--- src/rtl/nes_controller_emulator.sv ---
// rtl/nes_controller_emulator.sv - device-side NES pad: synchronised latch/clock into an 8-bit shift register
module nes_controller_emulator #(
    parameter int   SYNC_STAGES = 2,
    parameter logic FILL_BIT    = 1'b1
) (
    input  logic       clk,
    input  logic       rst_ni,
    input  logic [7:0] buttons_i,
    input  logic       console_latch_i,
    input  logic       console_clk_i,
    output logic       console_serial_no,
    output logic [7:0] snapshot_o,
    output logic [3:0] bit_index_o,
    output logic       frame_done_o
);

    typedef enum logic [1:0] {
        IDLE  = 2'd0,
        LATCH = 2'd1,
        SHIFT = 2'd2,
        DONE  = 2'd3
    } state_e;

    state_e state_q, state_d;

    logic [SYNC_STAGES-1:0] latch_sync_q;
    logic [SYNC_STAGES-1:0] clk_sync_q;
    logic                   latch_dly_q;
    logic                   clk_dly_q;

    logic [7:0] sr_q, sr_d;
    logic [7:0] snap_q, snap_d;
    logic [3:0] idx_q, idx_d;
    logic       done_q, done_d;
    logic       serial_q;

    logic latch_s, clk_s;
    logic latch_rise, latch_fall, clk_rise;

    assign latch_s    = latch_sync_q[SYNC_STAGES-1];
    assign clk_s      = clk_sync_q[SYNC_STAGES-1];
    assign latch_rise = latch_s & ~latch_dly_q;
    assign latch_fall = ~latch_s & latch_dly_q;
    assign clk_rise   = clk_s & ~clk_dly_q;

    always_ff @(posedge clk or negedge rst_ni) begin
        if (!rst_ni) begin
            latch_sync_q <= '0;
            clk_sync_q   <= '0;
            latch_dly_q  <= 1'b0;
            clk_dly_q    <= 1'b0;
        end else begin
            latch_sync_q <= {latch_sync_q[SYNC_STAGES-2:0], console_latch_i};
            clk_sync_q   <= {clk_sync_q[SYNC_STAGES-2:0], console_clk_i};
            latch_dly_q  <= latch_s;
            clk_dly_q    <= clk_s;
        end
    end

    // A latch rise wins over everything, including a clock rise in the same cycle.
    always_comb begin
        state_d = state_q;
        sr_d    = sr_q;
        snap_d  = snap_q;
        idx_d   = idx_q;
        done_d  = 1'b0;
        if (latch_rise) begin
            state_d = LATCH;
            idx_d   = 4'd0;
        end else begin
            case (state_q)
                IDLE: ;
                LATCH: begin
                    if (latch_fall) begin
                        state_d = SHIFT;
                        snap_d  = sr_q;
                        idx_d   = 4'd0;
                    end else begin
                        sr_d = buttons_i;
                    end
                end
                SHIFT: begin
                    if (clk_rise) begin
                        sr_d  = {sr_q[6:0], FILL_BIT};
                        idx_d = idx_q + 4'd1;
                        if (idx_q == 4'd7) begin
                            done_d  = 1'b1;
                            state_d = DONE;
                        end
                    end
                end
                DONE: begin
                    if (clk_rise) begin
                        sr_d = {sr_q[6:0], FILL_BIT};
                    end
                end
                default: state_d = IDLE;
            endcase
        end
    end

    always_ff @(posedge clk or negedge rst_ni) begin
        if (!rst_ni) begin
            state_q  <= IDLE;
            sr_q     <= 8'h00;
            snap_q   <= 8'h00;
            idx_q    <= 4'd0;
            done_q   <= 1'b0;
            serial_q <= 1'b1;
        end else begin
            state_q  <= state_d;
            sr_q     <= sr_d;
            snap_q   <= snap_d;
            idx_q    <= idx_d;
            done_q   <= done_d;
            serial_q <= ~sr_q[7];
        end
    end

    assign console_serial_no = serial_q;
    assign snapshot_o        = snap_q;
    assign bit_index_o       = idx_q;
    assign frame_done_o      = done_q;

endmodule

--- config.mk ---
export PLATFORM = sky130hd
export DESIGN_NAME = nes_controller_emulator
export DESIGN_NICKNAME = d
export VERILOG_FILES = /design/src/rtl/nes_controller_emulator.sv
export SDC_FILE = /design/constraint.sdc
export NUM_CORES = 1
export LEC_CHECK = 0
export ABC_AREA = 1
export CORE_ASPECT_RATIO = 0.9
export CORE_UTILIZATION = 40
export CTS_BUF_LIST = sky130_fd_sc_hd__clkbuf_4 sky130_fd_sc_hd__clkbuf_8
export CTS_CLUSTER_DIAMETER = 50
export DETAILED_ROUTE_END_ITERATION = 8
export PLACE_DENSITY = 0.64
export SLEW_MARGIN = 30
export SYNTH_ARGS = -nofsm -noshare
export SYNTH_HDL_FRONTEND = slang
export SYNTH_SLANG_ARGS = --single-unit
--- constraint.sdc ---
create_clock -name clk -period 1.5 [get_ports clk]
set_clock_uncertainty 0.2 [all_clocks]
set_input_delay 0.3 -clock clk [delete_from_list [all_inputs] [get_ports clk]]
set_output_delay 0.3 -clock clk [all_outputs]
set_load 0.005 [all_outputs]
==> reports/results.ini, run 1 <==
[place]
port_buffers = 25
dpl_worst_slack_ns = 0.001457
total_placed_cells_including_tap_cells = 234
detailedPlacementHpwl_microns = 2009
finalWeightedCongestion = 0.8287
dpl_cell_area_sq_mm = 0.001758

[clocking]
cts_num_sinks = 30
cts-buffers-inserted = 5
tritoncts = built
clock_tree.buffer_depth = 2
root_buffer_selected_by_cts = clkbuf_8
cts-htree-levels = 2
cts_hold_repair.buffers = 0
clkLatencyLatePin_ns = 0.28
cts.clk_slew.worst_paths_ns = 0.06

[synthesis]
sequential_to_total_area_share_from_yosys_stat_pct = 54.10
post_synth_num_cell_types = 21
synth.ff_latch_count = 30
synthesis.area_sq_mm = 0.001390
ys_top_cells_by_area = dfrtp_1 52%, nand2_1 16%, nand3_1 5.8%
synth.top_cell.area_share_pct = 52.21
yosys_warnings = 0
synth_top_area_cell = dfrtp_1
synthesis.instances = 161
postSynthNetCount = 176
synth_area_per_cell_sq_um = 8.634

[route]
avgViaCountPerCell = 4.731
vias = 1197
firstDrtPassIters = 4
first_iter_violations = 53
antenna_violating_nets_post_route = 0
totalWireLength_microns = 2746
drc = 0
drt-wirelength-per-cell_microns = 10.85

[critical_path]
worstPathMaxFanout = 2
critical_path.cell_chain = dlygate4sd2_1
path_class = reg -> out
critPathCaptureType = output port
crit_buf_inv = 1
crit_path_top_delay_cell = dfrtp_1
cp_data_arrival_time_ns = 0.93
worstSetupStartpointType = register
slowest_delay_ns = 0.38
cp_top_family = flip-flops
critPathRequiredTime_ns = 1.00

[floorplanning]
floorplan.die_area_sq_mm = 0.003715
core_area_sq_mm = 0.003186
initial_utilization_pct = 43.64
std_cell_rows = 19
die_w_microns = 64.14
ios = 26
dieHeight_microns = 57.93

[global_routing]
globalRouteTotalUtil_pct = 16.39
grt_max_degree = 31
grt.overflow.total = 0
first_global_vias = 1033
grt_pass1_wl_microns = 4512
grt_antenna_before_repair = 0

[sta]
setup_viol_count_final = 0
final.min_clock_period_ns = 1.434
slew_headroom_pct = 85.60
timing.final.max_slew_violations = 0
setup_repair_after_global_routing_missed_its_margin = yes
final.period_utilization_pct = 95.58
max_freq_ghz = 0.6975
report.final.hold_viol_count = 0
tightest_slew_ns = 0.2137
worst_slack_ns = 0.06634

[layout]
syn_to_final_growth_pct = 39.60
postLayoutCellArea_sq_mm = 0.001941
multi_input_area_sq_um = 555.5
final_cells = 253
final_common_cell = nand2_1
num-nets-final = 225
share_of_post_route_cells_with_drive_strength_above_1_pct = 23.70
antenna-diode-count = 0
most_used_cells_in_the_layout_excluding_fill_and_tap_cells = 58 x nand2_1, 28 x dfrtp_1, 17 x inv_1, 17 x buf_4, 16 x nand3_1
seq_area_sq_um = 753.2
filler_cell_count = 308

[hold_path]
holdCritPathClass = reg -> reg

[pwr]
static-leakage-power_nw = 1.053
worst_ir_drop_vdd_mv = 0.6908
power_density_mw_per_mm2 = 1684

[run]
timing.max_cap.violations = 0

[run_status]
status = finished clean

worst paths after layout:
kind                                 start                 to  slack (ns)  depth (start not counted)
max                          snapshot_o[5]      snapshot_o[5]        0.07                          1
min                        latch_sync_q[0]    latch_sync_q[1]        0.15                          0
max reg2reg                 bit_index_o[1]         state_q[1]        0.07                          8
min reg2reg                latch_sync_q[0]    latch_sync_q[1]        0.15                          0
max in group asynchronous           rst_ni  console_serial_no        0.68                          2
min in group asynchronous           rst_ni      clk_sync_q[0]        0.18                          2
cells in the mapped netlist:
cell type	count
o21ai_2	2
nand2_4	3
nor2_1	5
o21ai_1	5
nor3_1	1
inv_1	18
buf_2	1
buf_6	2
nand2_2	1
nand3_2	1
o21ai_0	6
nand2_1	61
or2_2	1
inv_4	2
ha_1	3
nand3_1	16
xnor2_1	1
dfstp_2	1
o21ai_4	1
dfrtp_1	29
nand4_1	1
per-stage QoR:
| step | TNS [ns] | total power [mW] | utilization (%) | hold slack (ns) |
|---|---|---|---|---|
| 2_1_floorplan | 0 | 2.005 | - | -0.1956 |
| 3_3_place_gp | 0 | 2.498 | 55.18 | 0.1329 |
| 3_5_place_dp | 0 | 2.552 | 55.18 | 0.1379 |
| 4_1_cts | 0 | 3.223 | 59.47 | 0.1528 |
| 5_1_grt | -0.02955 | 3.515 | 60.92 | 0.1574 |
| 6_report | 0 | 3.269 | 60.92 | 0.1508 |
power by group:
part,internal [mW],switching (mW)
clock,0.368,0.305
combinational,0.620,0.727
sequential,1.09,0.163
what timing repair did:
action / 4_1_cts / 5_1_grt
setup endpoints to repair: 16 / 12
pin swaps: 0 / 5
gates resized for setup: 18 / 10
buffers inserted: 7 / 4
sequential cells by signal, indices dropped and copies added, names as in the netlist:
signal / flops
latch_sync_q: 2
bit_index_o: 4
snapshot_o: 8
clk_sync_q: 2
latch_dly_q: 1
clk_dly_q: 1
console_serial_no: 1
frame_done_o: 1
state_q: 2
sr_q: 8
cells by family (layout without fill, tap and decap cells):
logic type | Yosys count | count (layout) | share of synthesized area [%]
AND/OR/NAND/NOR | 90 | 90 | 28.44
flip-flops | 30 | 30 | 54.10
buffers and inverters | 23 | 73 | 7.740
AO/OA/AOI/OAI | 14 | 14 | 6.391
adder cells (fa/ha/maj) | 3 | 3 | 2.701
XOR/XNOR | 1 | 1 | 0.6302
routing by layer:
layer | vias to the layer above | part of all wire, % | track usage, % | wire [microns]
li1 | 600 | - | - | -
met1 | 551 | 47 | 21.75 | 1294
met2 | 42 | 46 | 25.08 | 1253
met3 | 4 | 6.0 | 5.906 | 165
met4 | 0 | 1.2 | 5.714 | 33
met5 | - | 0 | 0 | 0
area by class of cell:
type	instances	share of cell area, %
inverter	20	4.126
tap	42	2.708
clock inverter	2	0.6447
timing repair buffer	45	20.83
multi-input combinational	108	28.63
clock buffer	6	4.255
sequential	30	38.81
Note: power is estimated with default switching activity, not from simulation.
==> run 2, diff against run 1 <==
Settings changed: CORE_UTILIZATION 40 to 53, PLACE_DENSITY 0.64 to 0.79, SLEW_MARGIN 30 to 20.
Clock period 1.5 ns to 1.55 ns, I/O delays scaled along.
==> reports/results.ini, run 2 (synthesized netlist as in run 1, its figures left out) <==
[critical_path]
worstRegToRegCells = 9  ; was 8
crit_buf_inv = 1  ; unchanged
critical_path.cell_chain = dlygate4sd2_1  ; unchanged
worstSetupStartpointType = register  ; unchanged
crit_path_top_delay_cell = dfrtp_1  ; unchanged
slowest_delay_ns = 0.40  ; was 0.38 ns
r2r_slack_ns = 0.09  ; was 0.07 ns
reg_to_reg_end = state_q[0]  ; was state_q[1]
critPathRequiredTime_ns = 1.04  ; was 1.00 ns
path_class = reg -> out  ; unchanged
worstPathMaxFanout = 2  ; unchanged
cp_top_family = flip-flops  ; unchanged
reg2reg_from = bit_index_o[0]  ; was bit_index_o[1]
cp_data_arrival_time_ns = 1.00  ; was 0.93 ns
critPathCaptureType = output port  ; unchanged

[floorplanning]
std_cell_rows = 17  ; was 19
core_area_sq_mm = 0.002467  ; was 0.003186 sq mm
dieHeight_microns = 50.59  ; was 57.93 microns
ios = 26  ; unchanged
floorplan.die_area_sq_mm = 0.002832  ; was 0.003715 sq mm
die_w_microns = 55.99  ; was 64.14 microns
initial_utilization_pct = 56.34  ; was 43.64%

[global_routing]
first_global_vias = 1014  ; was 1033
grt_antenna_before_repair = 0  ; unchanged
grt_pass1_wl_microns = 4402  ; was 4512 microns
grt_max_degree = 31  ; unchanged
globalRouteTotalUtil_pct = 21.08  ; was 16.39%
grt.overflow.total = 0  ; unchanged

[run_status]
status = finished clean  ; unchanged

[sta]
max_freq_ghz = 0.6631
report.final.hold_viol_count = 0  ; unchanged
setup_viol_count_final = 0  ; unchanged
timing.final.max_slew_violations = 0  ; unchanged
tightest_slew_ns = 0.2830  ; was 0.2137 ns
final.period_utilization_pct = 97.30
worst_hold_slack_ns = 0.1312  ; was 0.1508 ns
totalNegativeSetupSlack_ns = 0  ; unchanged
worst_slack_ns = 0.04187  ; was 0.06634 ns
slew_headroom_pct = 81.13  ; was 85.60%
setup_repair_after_global_routing_missed_its_margin = yes  ; unchanged
final.min_clock_period_ns = 1.508

[layout]
postLayoutCellArea_sq_mm = 0.001828  ; was 0.001941 sq mm
most_used_cells_in_the_layout_excluding_fill_and_tap_cells = 59 x nand2_1, 29 x dfrtp_1, 17 x inv_1, 16 x nand3_1, 13 x dlygate4sd2_1  ; was 58 x nand2_1, 28 x dfrtp_1, 17 x inv_1, 17 x buf_4, 16 x nand3_1
final_common_cell = nand2_1  ; unchanged
num-nets-final = 219  ; was 225
share_of_post_route_cells_with_drive_strength_above_1_pct = 19.02  ; was 23.70%
seq_area_sq_um = 752.0  ; was 753.2 sq um
multi_input_area_sq_um = 538.0  ; was 555.5 sq um
utilization_pct = 74.09  ; was 60.92%
antenna-diode-count = 0  ; unchanged
filler_cell_count = 177  ; was 308
syn_to_final_growth_pct = 31.50  ; was 39.60%

[pwr]
power_density_mw_per_mm2 = 1595  ; was 1684 mW/mm^2
net-switching-power_mw = 1.099  ; was 1.195 mW
clockPowerShare_pct = 17.0  ; was 20.6%
internal-power_mw = 1.818  ; was 2.074 mW
seq_power_share_pct = 41.5  ; was 38.2%
power.combinational.fraction_pct = 41.5  ; was 41.2%
worst_ir_drop_vdd_mv = 1.176  ; was 0.6908 mV
static-leakage-power_nw = 1.019  ; was 1.053 nW
power.share.switching_pct = 37.68  ; was 36.56%

[clocking]
cts-htree-levels = 2  ; unchanged
cts_num_sinks = 30  ; unchanged
clkLatencyLatePin_ns = 0.33  ; was 0.28 ns
clock_tree.buffer_depth = 2  ; unchanged
tritoncts = built  ; unchanged
root_buffer_selected_by_cts = clkbuf_4  ; was clkbuf_8
cts-buffers-inserted = 5  ; unchanged
cts.clk_slew.worst_paths_ns = 0.10  ; was 0.06 ns
cts_hold_repair.buffers = 0  ; unchanged

[route]
drc = 0  ; unchanged
drt-wirelength-per-cell_microns = 11.76  ; was 10.85 microns
avgViaCountPerCell = 4.957  ; was 4.731
antenna_violating_nets_post_route = 0  ; unchanged
first_iter_violations = 47  ; was 53
firstDrtPassIters = 4  ; unchanged
totalWireLength_microns = 2739  ; was 2746 microns
vias = 1155  ; was 1197

[place]
detailedPlacementHpwl_microns = 1959  ; was 2009 microns
dpl_cell_area_sq_mm = 0.001725  ; was 0.001758 sq mm
dpl_worst_slack_ns = 0.02409  ; was 0.001457 ns
finalWeightedCongestion = 0.8480  ; was 0.8287
port_buffers = 25  ; unchanged

[run]
timing.max_cap.violations = 0  ; unchanged

[hold_path]
holdCritPathClass = in -> async  ; was reg -> reg

run 2: changes by cell type in the layout (fill, tap and decap cells not counted), sizes merged:
cell | before | now
clkinvlp | 1 | 0
buf | 20 | 15
clkbuf | 8 | 7
dlygate4sd2 | 12 | 13
run 2: worst max-delay path by stage:
stage                      start                 to  slack, ns  cells after the start
2_1_floorplan    latch_sync_q[1]            sr_q[0]       0.12                      6
3_3_place_gp   console_serial_no  console_serial_no       0.06                      1
3_5_place_dp   console_serial_no  console_serial_no       0.02                      1
4_1_cts            snapshot_o[2]      snapshot_o[2]       0.02                      1
5_1_grt           bit_index_o[0]         state_q[0]      -0.02                      9
6_report           snapshot_o[2]      snapshot_o[2]       0.04                      1
run 2: timing repair:
action / 4_1_cts / 5_1_grt
setup buffers: 7 / 0
gates resized for setup: 17 / 4
endpoints found under the setup margin: 14 / 5
cloned: 0 / 0
run 2: layout make-up:
cell class	instances	area share (%)
clock inverters	1	0.2738
multi-input cells	108	29.43
clock buffers	7	3.217
well taps	28	1.916
inverters	20	4.381
flip-flops and latches	30	41.14
repair buffers	39	19.64
run 2: routing by layer:
layer	wire, microns	GRT usage [%]	up-vias
li1	-	-	592
met1	1261	28.72	513
met2	1256	31.15	44
met3	179	5.670	6
met4	41	10.57	0
met5	0	0	-
run 2: power groups by stage:
stage	sequential, mW	combinational (mW)	clock, mW
after floorplan	1.22	0.718	0
after global placement	1.22	1.15	0
after detailed placement	1.24	1.20	0
after CTS	1.21	1.20	0.508
after global routing	1.24	1.35	0.538
final	1.21	1.21	0.497
run 2: through the flow:
stage | total power, mW | cells
6_report | 2.916 | 233
3_5_place_dp | 2.443 | 218
3_3_place_gp | 2.379 | 218
2_1_floorplan | 1.941 | 161
4_1_cts | 2.915 | 233
5_1_grt | 3.135 | 233
==> run 3, diff against run 2 <==
Settings changed: PLACE_DENSITY 0.79 to 0.87.
==> reports/results.ini, run 3 (synthesized netlist as in run 1, its figures left out) <==
[run_status]
status = finished clean  ; unchanged

[place]
dpl_worst_slack_ns = 0.02845  ; was 0.02409 ns
finalWeightedCongestion = 0.7960  ; was 0.8480
port_buffers = 25  ; unchanged
detailedPlacementHpwl_microns = 2005  ; was 1959 microns

[route]
firstDrtPassIters = 4  ; unchanged
drt-wirelength-per-cell_microns = 12.87  ; was 11.76 microns
vias = 1200  ; was 1155
totalWireLength_microns = 2985  ; was 2739 microns
first_iter_violations = 47  ; unchanged
drc = 0  ; unchanged
antenna_violating_nets_post_route = 0  ; unchanged
avgViaCountPerCell = 5.172  ; was 4.957

[layout]
num-nets-final = 218  ; was 219
syn_to_final_growth_pct = 33.66  ; was 31.50%
final_common_cell = nand2_1  ; unchanged
filler_cell_count = 166  ; was 177
antenna-diode-count = 0  ; unchanged
most_used_cells_in_the_layout_excluding_fill_and_tap_cells = 57 x nand2_1, 28 x dfrtp_1, 17 x inv_1, 16 x nand3_1, 13 x dlygate4sd2_1  ; was 59 x nand2_1, 29 x dfrtp_1, 17 x inv_1, 16 x nand3_1, 13 x dlygate4sd2_1
multi_input_area_sq_um = 579.3  ; was 538.0 sq um
share_of_post_route_cells_with_drive_strength_above_1_pct = 21.57  ; was 19.02%
seq_area_sq_um = 753.2  ; was 752.0 sq um

[floorplanning]
std_cell_rows = 17  ; unchanged
floorplan.die_area_sq_mm = 0.002832  ; unchanged
dieHeight_microns = 50.59  ; unchanged
ios = 26  ; unchanged
initial_utilization_pct = 56.34  ; unchanged
die_w_microns = 55.99  ; unchanged
core_area_sq_mm = 0.002467  ; unchanged

[global_routing]
first_global_vias = 1057  ; was 1014
grt.overflow.total = 0  ; unchanged
grt_pass1_wl_microns = 4560  ; was 4402 microns
grt_max_degree = 31  ; unchanged
globalRouteTotalUtil_pct = 21.67  ; was 21.08%
grt_antenna_before_repair = 0  ; unchanged

[critical_path]
critPathCaptureType = output port  ; unchanged
r2r_slack_ns = 0.06  ; was 0.09 ns
worstSetupStartpointType = register  ; unchanged
critPathRequiredTime_ns = 1.04  ; about the same
cp_data_arrival_time_ns = 1.00  ; about the same
reg2reg_from = bit_index_o[0]  ; unchanged
slowest_delay_ns = 0.40  ; about the same
crit_path_top_delay_cell = dfrtp_1  ; unchanged
worstRegToRegCells = 9  ; unchanged
worstPathMaxFanout = 2  ; unchanged
critical_path.cell_chain = dlygate4sd2_1  ; unchanged
path_class = reg -> out  ; unchanged
reg_to_reg_end = state_q[1]  ; was state_q[0]
cp_top_family = flip-flops  ; unchanged
crit_buf_inv = 1  ; unchanged

[pwr]
net-switching-power_mw = 1.154  ; was 1.099 mW
p_total_mw = 2.986  ; was 2.916 mW
clockPowerShare_pct = 16.5  ; was 17.0%
static-leakage-power_nw = 0.9957  ; was 1.019 nW
seq_power_share_pct = 41.0  ; was 41.5%
power_density_mw_per_mm2 = 1607  ; was 1595 mW/mm^2
power.share.switching_pct = 38.65  ; was 37.68%
internal-power_mw = 1.832  ; was 1.818 mW
power.combinational.fraction_pct = 42.5  ; was 41.5%
worst_ir_drop_vdd_mv = 1.289  ; was 1.176 mV

[clocking]
cts.clk_slew.worst_paths_ns = 0.10  ; about the same
clock_tree.buffer_depth = 2  ; unchanged
clkLatencyLatePin_ns = 0.33  ; about the same
root_buffer_selected_by_cts = clkbuf_4  ; unchanged
tritoncts = built  ; unchanged
cts-buffers-inserted = 5  ; unchanged
cts-htree-levels = 2  ; unchanged
cts_num_sinks = 30  ; unchanged

[hold_path]
holdCritPathClass = in -> async  ; unchanged

[sta]
final.period_utilization_pct = 97.11  ; was 97.30%
timing.final.max_slew_violations = 0  ; unchanged
setup_viol_count_final = 0  ; unchanged
slew_headroom_pct = 85.24  ; was 81.13%
max_freq_ghz = 0.6644  ; was 0.6631 GHz
report.final.hold_viol_count = 0  ; unchanged
worst_slack_ns = 0.04479  ; was 0.04187 ns
tightest_slew_ns = 0.2191  ; was 0.2830 ns
final.min_clock_period_ns = 1.505  ; was 1.508 ns

[run]
timing.max_cap.violations = 0  ; unchanged

==> run 3: cell types whose count changed in the layout (fill, tap and decap cells not counted) <==
| cell | before | now |
|---|---|---|
| buf_4 | 12 | 10 |
| ha_4 | 0 | 2 |
| dfrtp_1 | 29 | 28 |
| ha_1 | 2 | 0 |
| dfrtp_2 | 0 | 1 |
| nand2_8 | 0 | 1 |
| nand2_1 | 59 | 57 |
| nor2_2 | 0 | 1 |
| nand2_4 | 3 | 2 |
| buf_6 | 0 | 2 |
| nor2_1 | 5 | 4 |
| buf_12 | 2 | 1 |
| nand2_2 | 3 | 5 |
==> run 3: per-stage QoR <==
stage	instances	util, %	hold slack [ns]	TNS [ns]	cell area (sq um)
3_3_place_gp	219	69.73	0.1313	0	1720
6_report	232	75.30	0.1302	0	1858
3_5_place_dp	219	69.73	0.1378	0	1720
2_1_floorplan	161	-	-0.1856	0	1390
4_1_cts	232	72.97	0.1294	0	1800
5_1_grt	232	75.30	0.1541	-0.06231	1858
==> run 3: worst max-delay path by stage <==
stage                      start                 to  cells after the start
6_report          bit_index_o[1]     bit_index_o[1]                      1
3_5_place_dp   console_serial_no  console_serial_no                      1
4_1_cts              latch_dly_q         state_q[1]                      9
3_3_place_gp   console_serial_no  console_serial_no                      1
5_1_grt           bit_index_o[1]         state_q[1]                      9
2_1_floorplan    latch_sync_q[1]            sr_q[0]                      6
==> run 3: layer usage <==
layer | routed length [microns] | track usage (%) | vias to the layer above
met5 | 0 | 0 | -
met4 | 65 | 10.57 | 0
met3 | 160 | 6.959 | 6
met2 | 1504 | 34.92 | 44
met1 | 1254 | 26.43 | 558
li1 | - | - | 592
==> run 3: layout make-up <==
type                    count  share of cell area (%)
clock inverters             1                  0.2694
repair buffers             38                   18.65
well taps                  28                   1.886
inverters                  20                   4.310
clock buffers               7                   3.165
multi-input cells         108                   31.18
flip-flops and latches     30                   40.54
==> run 3: power groups by stage <==
stage / Sequential, mW / Clock (mW) / Combinational, mW
floorplan: 1.22 / 0 / 0.718
global placement: 1.22 / 0 / 1.15
detailed placement: 1.25 / 0 / 1.21
CTS: 1.21 / 0.502 / 1.20
global route: 1.26 / 0.532 / 1.41
finish: 1.22 / 0.494 / 1.27
==> run 3: repair_timing <==
| action | in CTS | in global routing |
|---|---|---|
| hold buffers | 0 | 0 |
| pin swaps | 0 | 4 |
| resized for setup | 18 | 14 |
| setup endpoints to repair | 21 | 7 |
| buffers inserted | 5 | 0 |
